--- src/rtl/fetch_stage_if.sv ---
// Instruction-memory request/response bus between the fetch stage and imem.
// At most one request is outstanding; a response comes back at least one cycle after its grant.
interface fetch_stage_if;
  logic        imem_req;
  logic [31:0] imem_addr;
  logic        imem_gnt;
  logic        imem_rvalid;
  logic [31:0] imem_rdata;

  modport master (
    output imem_req,
    output imem_addr,
    input  imem_gnt,
    input  imem_rvalid,
    input  imem_rdata
  );

  modport slave (
    input  imem_req,
    input  imem_addr,
    output imem_gnt,
    output imem_rvalid,
    output imem_rdata
  );
endinterface

--- src/rtl/fetch_stage.sv ---
// Instruction fetch stage: issues one imem request at a time and fills the IF/ID register.
// A one-entry hold buffer absorbs a response that lands while decode is stalled.
module fetch_stage #(
  parameter logic [31:0] RESET_PC = 32'h0000_0000
) (
  input  logic                 clk,
  input  logic                 rst_n,
  input  logic                 stall,
  input  logic                 redirect_valid,
  input  logic [31:0]          redirect_target,
  fetch_stage_if.master        imem,
  output logic [31:0]          instruction_memory_data,
  output logic [31:0]          program_counter,
  output logic                 if_id_valid
);

  localparam logic [31:0] NOP_INSTR = 32'h0000_0013;
  localparam logic [31:0] PC_START  = RESET_PC & ~32'h3;

  typedef enum logic [1:0] {REQ, WAIT, HOLD, DROP} state_t;

  state_t      state_reg, state_next;
  logic        run_reg;
  logic [31:0] pc_reg, pc_next;
  logic [31:0] req_pc_reg, req_pc_next;
  logic [31:0] hold_data_reg, hold_data_next;
  logic [31:0] hold_pc_reg, hold_pc_next;
  logic [31:0] instr_reg, instr_next;
  logic [31:0] pc_out_reg, pc_out_next;
  logic        valid_reg, valid_next;
  logic        accept;
  logic [31:0] redirect_pc;

  // run_reg keeps imem_req low while reset is held and for the release cycle itself.
  assign imem.imem_req  = run_reg && (state_reg == REQ);
  assign imem.imem_addr = pc_reg;
  assign accept         = imem.imem_req && imem.imem_gnt;
  assign redirect_pc    = redirect_target & ~32'h3;

  assign instruction_memory_data = instr_reg;
  assign program_counter         = pc_out_reg;
  assign if_id_valid             = valid_reg;

  always_comb begin
    state_next     = state_reg;
    pc_next        = pc_reg;
    req_pc_next    = req_pc_reg;
    hold_data_next = hold_data_reg;
    hold_pc_next   = hold_pc_reg;
    instr_next     = instr_reg;
    pc_out_next    = pc_out_reg;
    valid_next     = valid_reg;

    // Without a stall, IF/ID drains to a bubble unless something is loaded below.
    if (!stall) begin
      valid_next = 1'b0;
      instr_next = NOP_INSTR;
    end

    case (state_reg)
      REQ: begin
        if (accept) begin
          req_pc_next = pc_reg;
          pc_next     = pc_reg + 32'd4;
          state_next  = WAIT;
        end
      end
      WAIT: begin
        if (imem.imem_rvalid) begin
          if (stall) begin
            hold_data_next = imem.imem_rdata;
            hold_pc_next   = req_pc_reg;
            state_next     = HOLD;
          end else begin
            instr_next  = imem.imem_rdata;
            pc_out_next = req_pc_reg;
            valid_next  = 1'b1;
            state_next  = REQ;
          end
        end
      end
      HOLD: begin
        if (!stall) begin
          instr_next  = hold_data_reg;
          pc_out_next = hold_pc_reg;
          valid_next  = 1'b1;
          state_next  = REQ;
        end
      end
      DROP: begin
        if (imem.imem_rvalid) begin
          state_next = REQ;
        end
      end
      default: state_next = REQ;
    endcase

    // A redirect overrides everything above, including a stalled decode.
    if (redirect_valid) begin
      pc_next        = redirect_pc;
      valid_next     = 1'b0;
      instr_next     = NOP_INSTR;
      hold_data_next = 32'h0;
      hold_pc_next   = 32'h0;
      case (state_reg)
        REQ:     state_next = accept ? DROP : REQ;
        WAIT:    state_next = imem.imem_rvalid ? REQ : DROP;
        HOLD:    state_next = REQ;
        DROP:    state_next = DROP;
        default: state_next = REQ;
      endcase
    end
  end

  always_ff @(posedge clk or negedge rst_n) begin
    if (!rst_n) begin
      state_reg     <= REQ;
      run_reg       <= 1'b0;
      pc_reg        <= PC_START;
      req_pc_reg    <= 32'h0;
      hold_data_reg <= 32'h0;
      hold_pc_reg   <= 32'h0;
      instr_reg     <= NOP_INSTR;
      pc_out_reg    <= 32'h0;
      valid_reg     <= 1'b0;
    end else begin
      state_reg     <= state_next;
      run_reg       <= 1'b1;
      pc_reg        <= pc_next;
      req_pc_reg    <= req_pc_next;
      hold_data_reg <= hold_data_next;
      hold_pc_reg   <= hold_pc_next;
      instr_reg     <= instr_next;
      pc_out_reg    <= pc_out_next;
      valid_reg     <= valid_next;
    end
  end

endmodule
--- src/flat_wrapper.sv ---
// flat-port wrapper written by rule: the top's interface ports become plain ports
module fetch_stage_flat 
#(
  parameter logic [31:0] RESET_PC = 32'h0000_0000
)
  (clk, rst_n, stall, redirect_valid, redirect_target, instruction_memory_data, program_counter, if_id_valid, imem_imem_req, imem_imem_addr, imem_imem_gnt, imem_imem_rvalid, imem_imem_rdata);
  fetch_stage_if imem_i ();
  input  logic clk;
  input  logic rst_n;
  input  logic stall;
  input  logic redirect_valid;
  input  logic [31:0] redirect_target;
  output logic [31:0] instruction_memory_data;
  output logic [31:0] program_counter;
  output logic if_id_valid;
  output wire logic [$bits(imem_i.imem_req)-1:0] imem_imem_req;
  output wire logic [$bits(imem_i.imem_addr)-1:0] imem_imem_addr;
  input wire logic [$bits(imem_i.imem_gnt)-1:0] imem_imem_gnt;
  input wire logic [$bits(imem_i.imem_rvalid)-1:0] imem_imem_rvalid;
  input wire logic [$bits(imem_i.imem_rdata)-1:0] imem_imem_rdata;
  assign imem_imem_req = imem_i.imem_req;
  assign imem_imem_addr = imem_i.imem_addr;
  assign imem_i.imem_gnt = imem_imem_gnt;
  assign imem_i.imem_rvalid = imem_imem_rvalid;
  assign imem_i.imem_rdata = imem_imem_rdata;
  fetch_stage #(.RESET_PC(RESET_PC)) u_core (.clk(clk), .rst_n(rst_n), .stall(stall), .redirect_valid(redirect_valid), .redirect_target(redirect_target), .imem(imem_i), .instruction_memory_data(instruction_memory_data), .program_counter(program_counter), .if_id_valid(if_id_valid));
endmodule
--- config.mk ---
export PLATFORM = sky130hd
export DESIGN_NAME = fetch_stage_flat
export DESIGN_NICKNAME = d
export VERILOG_FILES = /design/src/rtl/fetch_stage_if.sv /design/src/rtl/fetch_stage.sv /design/src/flat_wrapper.sv
export SDC_FILE = /design/constraint.sdc
export NUM_CORES = 1
export LEC_CHECK = 0
export ABC_AREA = 1
export CORE_ASPECT_RATIO = 0.6
export CORE_MARGIN = 5
export CORE_UTILIZATION = 45
export CTS_CLUSTER_DIAMETER = 100
export DETAILED_ROUTE_END_ITERATION = 6
export GPL_TIMING_DRIVEN = 0
export PLACE_DENSITY = 0.7
export RECOVER_POWER = 100
export SETUP_SLACK_MARGIN = 0.4
export SLEW_MARGIN = 20
export SYNTH_ARGS = -nofsm -noshare
export SYNTH_HDL_FRONTEND = slang
export SYNTH_SLANG_ARGS = --single-unit
--- constraint.sdc ---
create_clock -name clk -period 2 [get_ports clk]
set_input_delay 0.4 -clock clk [delete_from_list [all_inputs] [get_ports clk]]
set_output_delay 0.4 -clock clk [all_outputs]
set_load 0.01 [all_outputs]
; Word level (Yosys, flattened, before mapping)
; Cells that the tools add are included.
[word_totals]
out_inout_bits = 98
in_bits = 70
regBits = 196
word_cells = 70
[op_classes]
n_eq_ne = 10
muxes = 36
add_sub_neg = 1
reduce_logical = 14
[op_table]
columns = op, count
row1 = $mux 32, 19
row2 = $pmux 32 s2, 2
row3 = $add 32x3->32 const B, 1
row4 = $mux 2, 8
row5 = $pmux 2 s4, 2
row6 = $reduce_bool 2->1, 6
row7 = $ne 3x3->1 const B, 3
row8 = $reduce_and 4->1, 2
row9 = $ne 2x2->1 const B, 3
row10 = $eq 2x2->1 const B, 2
row11 = $mux 1, 4
row12 = $reduce_and 2->1, 2
row13 = $ne 3x2->1 const B, 1
row14 = $reduce_and 3->1, 1
row15 = $eq 2x1->1 const B, 1
row16 = $logic_and 1x1->1, 2
row17 = $logic_not 2->1, 1
row18 = $pmux 1 s2, 1

; Logic depth before layout (Yosys ltp)
; Gate-level depths: netlist of run 1.
[depth]
ltp_word = 6
mapped_depth = 11
depth_no_buf = 10

; Worst setup path after synthesis of run 1
; OpenSTA, ideal clock, no wires.
[synth_path]
path_kind = reg2reg
start = register u_core.state_reg[0]
end = register u_core.pc_reg[12], in the netlist u_core.imem.imem_addr[12]
slack_ns = 0.397
path_stages_with_launch = 12
arrival_time_ns = 1.479
setup_ns = 0.124
synth_period_minus_slack_ns = 1.603
n_path_buf = 1
required_time_ns = 1.876
cell_sequence = dfrtp_1 > inv_1 > ha_1 > nand2_2 > nor2_4 > inv_2 > nand2_4 > inv_2 > buf_6 > nand2_1 > nand2_1 > o21bai_1
[synth_via]
elab_chain_len = 5
elab_cells_between_ends = 6
classes_between = reduce/logical (6)
[synth_rtl]
columns = element, line
row1 = start: declaration, fetch_stage.sv:22  ; state_t state_reg, state_next;
row2 = start signal: assignment, fetch_stage.sv:127  ; state_reg <= state_next;
row3 = $logic_not 2->1 (*), "fetch_stage.sv:35, fetch_stage.sv:60"
row4 = $logic_and 1x1->1, fetch_stage.sv:35  ; assign imem.imem_req = run_reg && (state_reg == REQ);
row5 = $logic_and 1x1->1, fetch_stage.sv:37  ; assign accept = imem.imem_req && imem.imem_gnt;
row6 = $reduce_bool 2->1 (no source line), --
row7 = $reduce_and 2->1 (no source line) (*), --
row8 = end signal: assignment, fetch_stage.sv:129  ; pc_reg <= pc_next;
row9 = end: declaration, fetch_stage.sv:24  ; logic [31:0] pc_reg, pc_next;
; Every way passes the cells marked *; elsewhere a longest branch is shown, timed or not.
; A chain may end at the register's enable or synchronous reset.

; Worst setup path in the final report of run 1
[layout_path]
start = register u_core.state_reg[0]
end = register u_core.req_pc_reg[4]
[layout_via]
elab_chain_len = 4
[layout_rtl]
columns = element, line
row1 = $logic_not 2->1 (*), "fetch_stage.sv:35, fetch_stage.sv:60"
row2 = $logic_and 1x1->1, fetch_stage.sv:35
row3 = $logic_and 1x1->1, fetch_stage.sv:37
row4 = $reduce_and 2->1 (no source line) (*), --
row5 = end signal: assignment, fetch_stage.sv:130  ; req_pc_reg <= req_pc_next;
row6 = end: declaration, fetch_stage.sv:25  ; logic [31:0] req_pc_reg, req_pc_next;
; Marked as above.

==> flow_summary.yaml, run 1 <==
floorplanning:
  rows: 41
  die_w_um: 199
  fp.dieH_um: 123
  io_pins: 168
  die_area_um2: 24600
  initial_core_util_pct: 45.9
  coreArea_um2: 21000
setup_path:
  crit_top_cell: "buf_6"
  cpPeakStageDelay_ps: 400
  endpoint_kind: "flop"
  cp.required_ps: 2350
  crit_type: "reg2reg"
  slowest_stage: "dfrtp_1"
  crit_start: "u_core.state_reg[0]"
  critPathMaxFanout: 7
  path_delay_family: "buffers and inverters"
  arrival_ps: 2260
  worst-path-stages: 11
  crit_end: "u_core.req_pc_reg[4]"
  r2r-end: "u_core.req_pc_reg[4]"
  reg2reg_slack_ps: 90
  start_kind: "flop"
  reg2reg_from: "u_core.state_reg[0]"
  cp_cell_sequence: "inv_2 > buf_4 > ha_4 > nand2_4 > nor2_4 > buf_6 > buf_6 > clkbuf_2 > buf_12 > nand2_1 > o21ai_1"
  cp_num_buf_inv: 6
  worstRegToRegCells: 11
logic_synthesis:
  syn_area_per_cell_um2: 7.60
  ys.flop_type: "dfrtp_1"
  syn-cell-area_um2: 9650
  synthTopCellsByArea: "dfrtp_1, nand2_1, o21ai_0"
  ys_seq_area_share_pct: 49.3
  synth_top_area_share_pct: 48.5
  synth_edf_count: 0
  syn_inst: 1269
  synth_top_area_cell: "dfrtp_1"
  synth_most_common_cell: "nand2_1"
  ys_types: 36
  synth_common_cells: "nand2_1, dfrtp_1, inv_1, o21ai_0, nand3_1"
  ys_async_sr_fraction_pct: 100
  synth_seq_cells: 190
  yosysWarningCount: 0
grt:
  antenna_found_initial: 0
  grt_max_degree: 98
  overflow: 0
  grtUsageMet1_pct: 42.6
  grt_usage_pct: 26.6
  busiest_layer: "met1"
  grt_pass1_vias: 9105
  grt_pass1_wl_mm: 50.8
  grt_util_met2_pct: 35.8
  grt_util_met3_pct: 6.67
drt:
  drt-vias-per-instance: 5.51
  firstDrtPassIters: 5
  wire_per_inst_um: 19.2
  vias: 10200
  drt_wl_total_mm: 35.4
  ant_nets: 0
  drt-initial-drc-count: 1108
  drc: 0
timing:
  hold_viol_final: 0
  setup_slack_ps: 91.2
  slew_headroom_pct: 42.6
  holdWs_ps: 352
  skew_ps: 14.5
  fin_crit_sh_pct: 95.4
  slew_viol_final: 0
  setup_viol: 0
  timing.final.crit_period_ps: 1910
  worst_pin_slew_ps: 862
  grt_setup_unrepaired: "true"
  fmax_ghz: 0.524
cts:
  tritoncts: "built"
  cts_buffers: 17
  cts-htree-levels: 4
  path_clk_slew_ps: 80
  clk_path_buf_depth: 2
  cts_sinks: 190
  clock_latency_ps: 450
  cts_root_buffer: "clkbuf_16"
placed_design:
  dp.final_hpwl_mm: 21.8
  place_ws_ps: -81.6
  gp_congestion: 0.885
  numPortBuffers: 160
status:
  status: "finished clean"
layout:
  fill_cells: 1712
  utilization_pct: 67.2
  seq_area_um2: 4790
  area.growth.synth_to_final_pct: 46.5
  fin_nets: 1627
  multiInputGateArea_um2: 4570
  drive_gt1_share_pct: 22.3
  antennaDiodeCount: 0
power:
  power_density_nw_per_um2: 1290
  vdd_drop_max_v: 0.000773
  leakagePower_nw: 6.42
  total_power_mw: 18.2
worst_hold_path:
  hp-class: "in2reg"
flow_run:
  drv_cap: 0
-- final cells by class --
type	count	share of cell area, %
plain buffers	73	4.42
clock buffers	19	3.13
clock inverters	13	1.26
inverters	149	4.12
multi-input cells	858	32.3
flip-flops and latches	190	33.9
well taps	279	2.47
repair buffers	263	18.4
-- worst reg2reg max path, stage by stage, from the launching register on --
cell and delay [ps]:
dfrtp_1 400, inv_2 80, buf_4 110, ha_4 140, nand2_4 70, nor2_4 220
buf_6 140, buf_6 90, clkbuf_2 240, buf_12 170, nand2_1 60, o21ai_1 120
-- layout by cell type, fill, tap and decap left out, types with 6 or more instances in the layout --
cell type / count
nand2_1: 360
clkbuf_1: 20
buf_6: 30
clkbuf_2: 14
o21ai_0: 64
nand2_2: 18
clkdlybuf4s25_1: 8
nand3_1: 45
nand3_2: 27
dlygate4sd2_1: 81
o22ai_2: 8
o21ai_2: 26
o21bai_1: 10
clkdlybuf4s50_1: 63
buf_8: 16
o21ai_1: 30
inv_1: 138
nor2_1: 67
nand2_4: 19
xor2_1: 6
dfrtp_2: 26
dfrtp_1: 161
clkbuf_16: 26
buf_4: 57
o22ai_1: 21
nor3_1: 28
o21a_1: 30
buf_2: 18
a21oi_1: 62
-- metal layers --
metal	up-vias	wire length, µm	part of all wire, %
li1	4649	-	-
met1	4888	15900	45
met2	552	14800	42
met3	74	3910	11
met4	0	736	2.1
met5	-	0	0
-- cells by family (layout without fill, tap and decap cells) --
kind of cell | after synthesis | count (layout) | share of synthesized area [%]
AND/OR/NAND/NOR | 581 | 581 | 24.3
AO/OA/AOI/OAI | 262 | 262 | 15.4
buffers and inverters | 222 | 517 | 9.60
flip-flops | 190 | 190 | 49.3
XOR/XNOR | 7 | 7 | 0.636
adder cells (fa/ha/maj) | 5 | 5 | 0.649
other | 2 | 3 | 0.0779
-- power breakdown --
part | internal, mW | leakage (nW) | switching, mW
logic | 3.93 | 3.71 | 5.01
clock network | 1.84 | 0.300 | 1.76
registers | 5.00 | 2.41 | 0.704
total | 10.8 | 6.42 | 7.48
-- repair_timing --
| item | in CTS | in global routing |
|---|---|---|
| endpoints found under the setup margin | 282 | 296 |
| pin swaps | 17 | 40 |
| hold buffers | 1 | 0 |
| gates cloned | 10 | 11 |
| hold endpoints to repair | 24 | 0 |
| gates resized for setup | 340 | 221 |
| setup buffers | 65 | 14 |
-- through the flow --
step | cell area [µm²] | TNS (ps) | cells
2_1_floorplan | 9650 | 0 | 1270
3_3_place_gp | 11600 | -1440400 | 1709
3_5_place_dp | 11700 | -497 | 1711
4_1_cts | 13500 | 0 | 1819
5_1_grt | 14100 | 0 | 1844
6_report | 14100 | 0 | 1844
-- worst min-delay path by stage --
stage                                       endpoint  cells past startpoint  slack [ps]                       start
after global placement    u_core.program_counter[19]                      1         470  u_core.program_counter[19]
after detailed placement     u_core.hold_data_reg[7]                      1         260                       rst_n
final                       u_core.hold_data_reg[30]                      3         350            imem_imem_rvalid
after floorplan              u_core.hold_data_reg[0]                      0         100                       rst_n
after global routing        u_core.hold_data_reg[30]                      3         360            imem_imem_rvalid
after CTS                   u_core.hold_data_reg[30]                      3         340            imem_imem_rvalid
(Power assumes the default switching activity.)
==> run 2: changes to the inputs <==
REMOVE_ABC_BUFFERS = 1   (was default)
==> flow_summary.yaml, run 2 (synthesis gave the netlist of run 1 again) <==
timing:
  setup_viol: 0
  skew_ps: 12.5
  worst_pin_slew_ps: 1300
  slew_viol_final: 0
  timing.final.crit_period_ps: 1880
  fmax_ghz: 0.533
  hold_viol_final: 0
  grt_setup_unrepaired: "true"
  fin_crit_sh_pct: 93.8
  slew_headroom_pct: 13.4
setup_path:
  arrival_ps: 2250
  critPathMaxFanout: 7
  cp_cell_sequence: "inv_2 > buf_6 > ha_4 > buf_12 > inv_16 > a21oi_4 > buf_12 > buf_12 > buf_12 > buf_16 > o21a_1"
  slowest_stage: "dfrtp_1"
  start_kind: "flop"
  crit_top_cell: "buf_12"
  cp_num_buf_inv: 8
  crit_type: "reg2reg"
  path_delay_family: "buffers and inverters"
  endpoint_kind: "flop"
  cpPeakStageDelay_ps: 400
  cp.required_ps: 2370
cts:
  clk_path_buf_depth: 2
  cts_root_buffer: "clkbuf_16"
  tritoncts: "built"
  path_clk_slew_ps: 70
  clock_latency_ps: 440
  cts_buffers: 17
  cts_sinks: 190
  cts-htree-levels: 4
drt:
  drt-initial-drc-count: 919
  drt-vias-per-instance: 5.51
  firstDrtPassIters: 5
  wire_per_inst_um: 20.4
  drt_wl_total_mm: 37.1
  drc: 0
  ant_nets: 0
  vias: 10000
grt:
  overflow: 0
  grt_max_degree: 78
  antenna_found_initial: 0
  grt_pass1_wl_mm: 51.6
  grt_pass1_vias: 8923
  grt_usage_pct: 27.5
power:
  power_frac_seq_pct: 29.0
  internal_power_mw: 11.7
  power_density_nw_per_um2: 1300
  swShare_pct: 39.9
  vdd_drop_max_v: 0.000787
  combinationalPowerShare_pct: 53.3
  leakagePower_nw: 6.51
  p_clk_share_pct: 17.7
  total_power_mw: 19.5
  power_switching_mw: 7.76
floorplanning:
  fp.dieH_um: 123
  coreArea_um2: 21000
  die_w_um: 199
  initial_core_util_pct: 45.9
  die_area_um2: 24600
  io_pins: 168
  rows: 41
placed_design:
  numPortBuffers: 163
  dpl.cell_count: 1649
  gp_congestion: 0.903
  dp.final_hpwl_mm: 18.3
layout:
  antennaDiodeCount: 0
  area.growth.synth_to_final_pct: 55.0
  drive_gt1_share_pct: 25.9
  fin_nets: 1607
  final_cells: 1823
  final_common_cell: "nand2_1"
  final_cell_mix: "nand2_1, dfrtp_1, inv_1"
status:
  status: "finished clean"
worst_hold_path:
  hp-class: "in2async"
flow_run:
  drv_cap: 0
run 2: cell count changes in the layout (fill, tap and decap cells not counted), moves of 14 or more:
| cell | before | now |
|---|---|---|
| buf_2 | 18 | 3 |
| o22ai_2 | 8 | 26 |
| clkbuf_1 | 20 | 2 |
| buf_16 | 5 | 19 |
| o22ai_1 | 21 | 0 |
| buf_12 | 5 | 24 |
run 2: cell type report:
type | instances | area, µm²
Fill cell | 1687 | 6080
Multi-Input combinational cell | 862 | 4910
Sequential cell | 190 | 4790
Timing Repair Buffer | 306 | 3650
Inverter | 149 | 624
Clock buffer | 21 | 460
Tap cell | 279 | 349
Clock inverter | 10 | 114
Timing Repair inverter | 6 | 57.6
run 2: repair_timing:
item,in CTS,in global routing
setup buffers,77,30
resized for setup,285,205
cloned,21,15
endpoints found under the setup margin,285,189
hold endpoints to repair,47,47
pin swaps,12,36
run 2: power by group through the flow:
stage / Sequential, mW / Combinational, mW / Clock (mW)
6_report: 5.65 / 10.4 / 3.45
5_1_grt: 5.77 / 11.1 / 3.64
4_1_cts: 5.63 / 8.66 / 3.48
3_5_place_dp: 5.79 / 6.79 / 0
3_3_place_gp: 5.71 / 6.02 / 0
2_1_floorplan: 5.98 / 3.39 / 0
run 2: worst paths after layout:
check                                           start  slack, ps                         end  cells after the start
min reg2reg                u_core.program_counter[10]        480  u_core.program_counter[10]                      1
max                               u_core.state_reg[0]        120  u_core.program_counter[16]                     11
min in group clk                       redirect_valid        450    u_core.imem.imem_addr[3]                      3
max in group asynchronous                       rst_n        340   u_core.imem.imem_addr[24]                      3
min                                             rst_n        220    u_core.hold_data_reg[21]                      1
max reg2reg                       u_core.state_reg[0]        120  u_core.program_counter[16]                     11
run 2: metal layers:
| metal | vias up | global-route usage [%] | part of all wire [%] |
|---|---|---|---|
| met1 | 4909 | 41.1 | 44 |
| met4 | 0 | 7.05 | 1.6 |
| met3 | 49 | 6.02 | 9.7 |
| li1 | 4595 | - | - |
| met5 | - | 0 | 0 |
| met2 | 484 | 40.7 | 45 |
run 2: stage by stage:
step | utilization (%) | cell area [µm²] | hold WS, ps | setup slack, ps | TNS (ps)
6_report | 71.1 | 15000 | 221 | 125 | 0
5_1_grt | 71.1 | 15000 | 330 | 36.4 | 0
4_1_cts | 65.0 | 13700 | -139 | 190 | 0
3_5_place_dp | 54.8 | 11500 | 328 | -944 | -98110
3_3_place_gp | 53.6 | 11300 | 473 | -7690 | -1860350
2_1_floorplan | - | 9290 | 104 | -1260 | -81500
==> run 3: changes to the inputs <==
SKIP_LAST_GASP = 1   (was default)
==> results of run 3 <==
The final DEF is identical to that of run 2; final timing and power are the same.
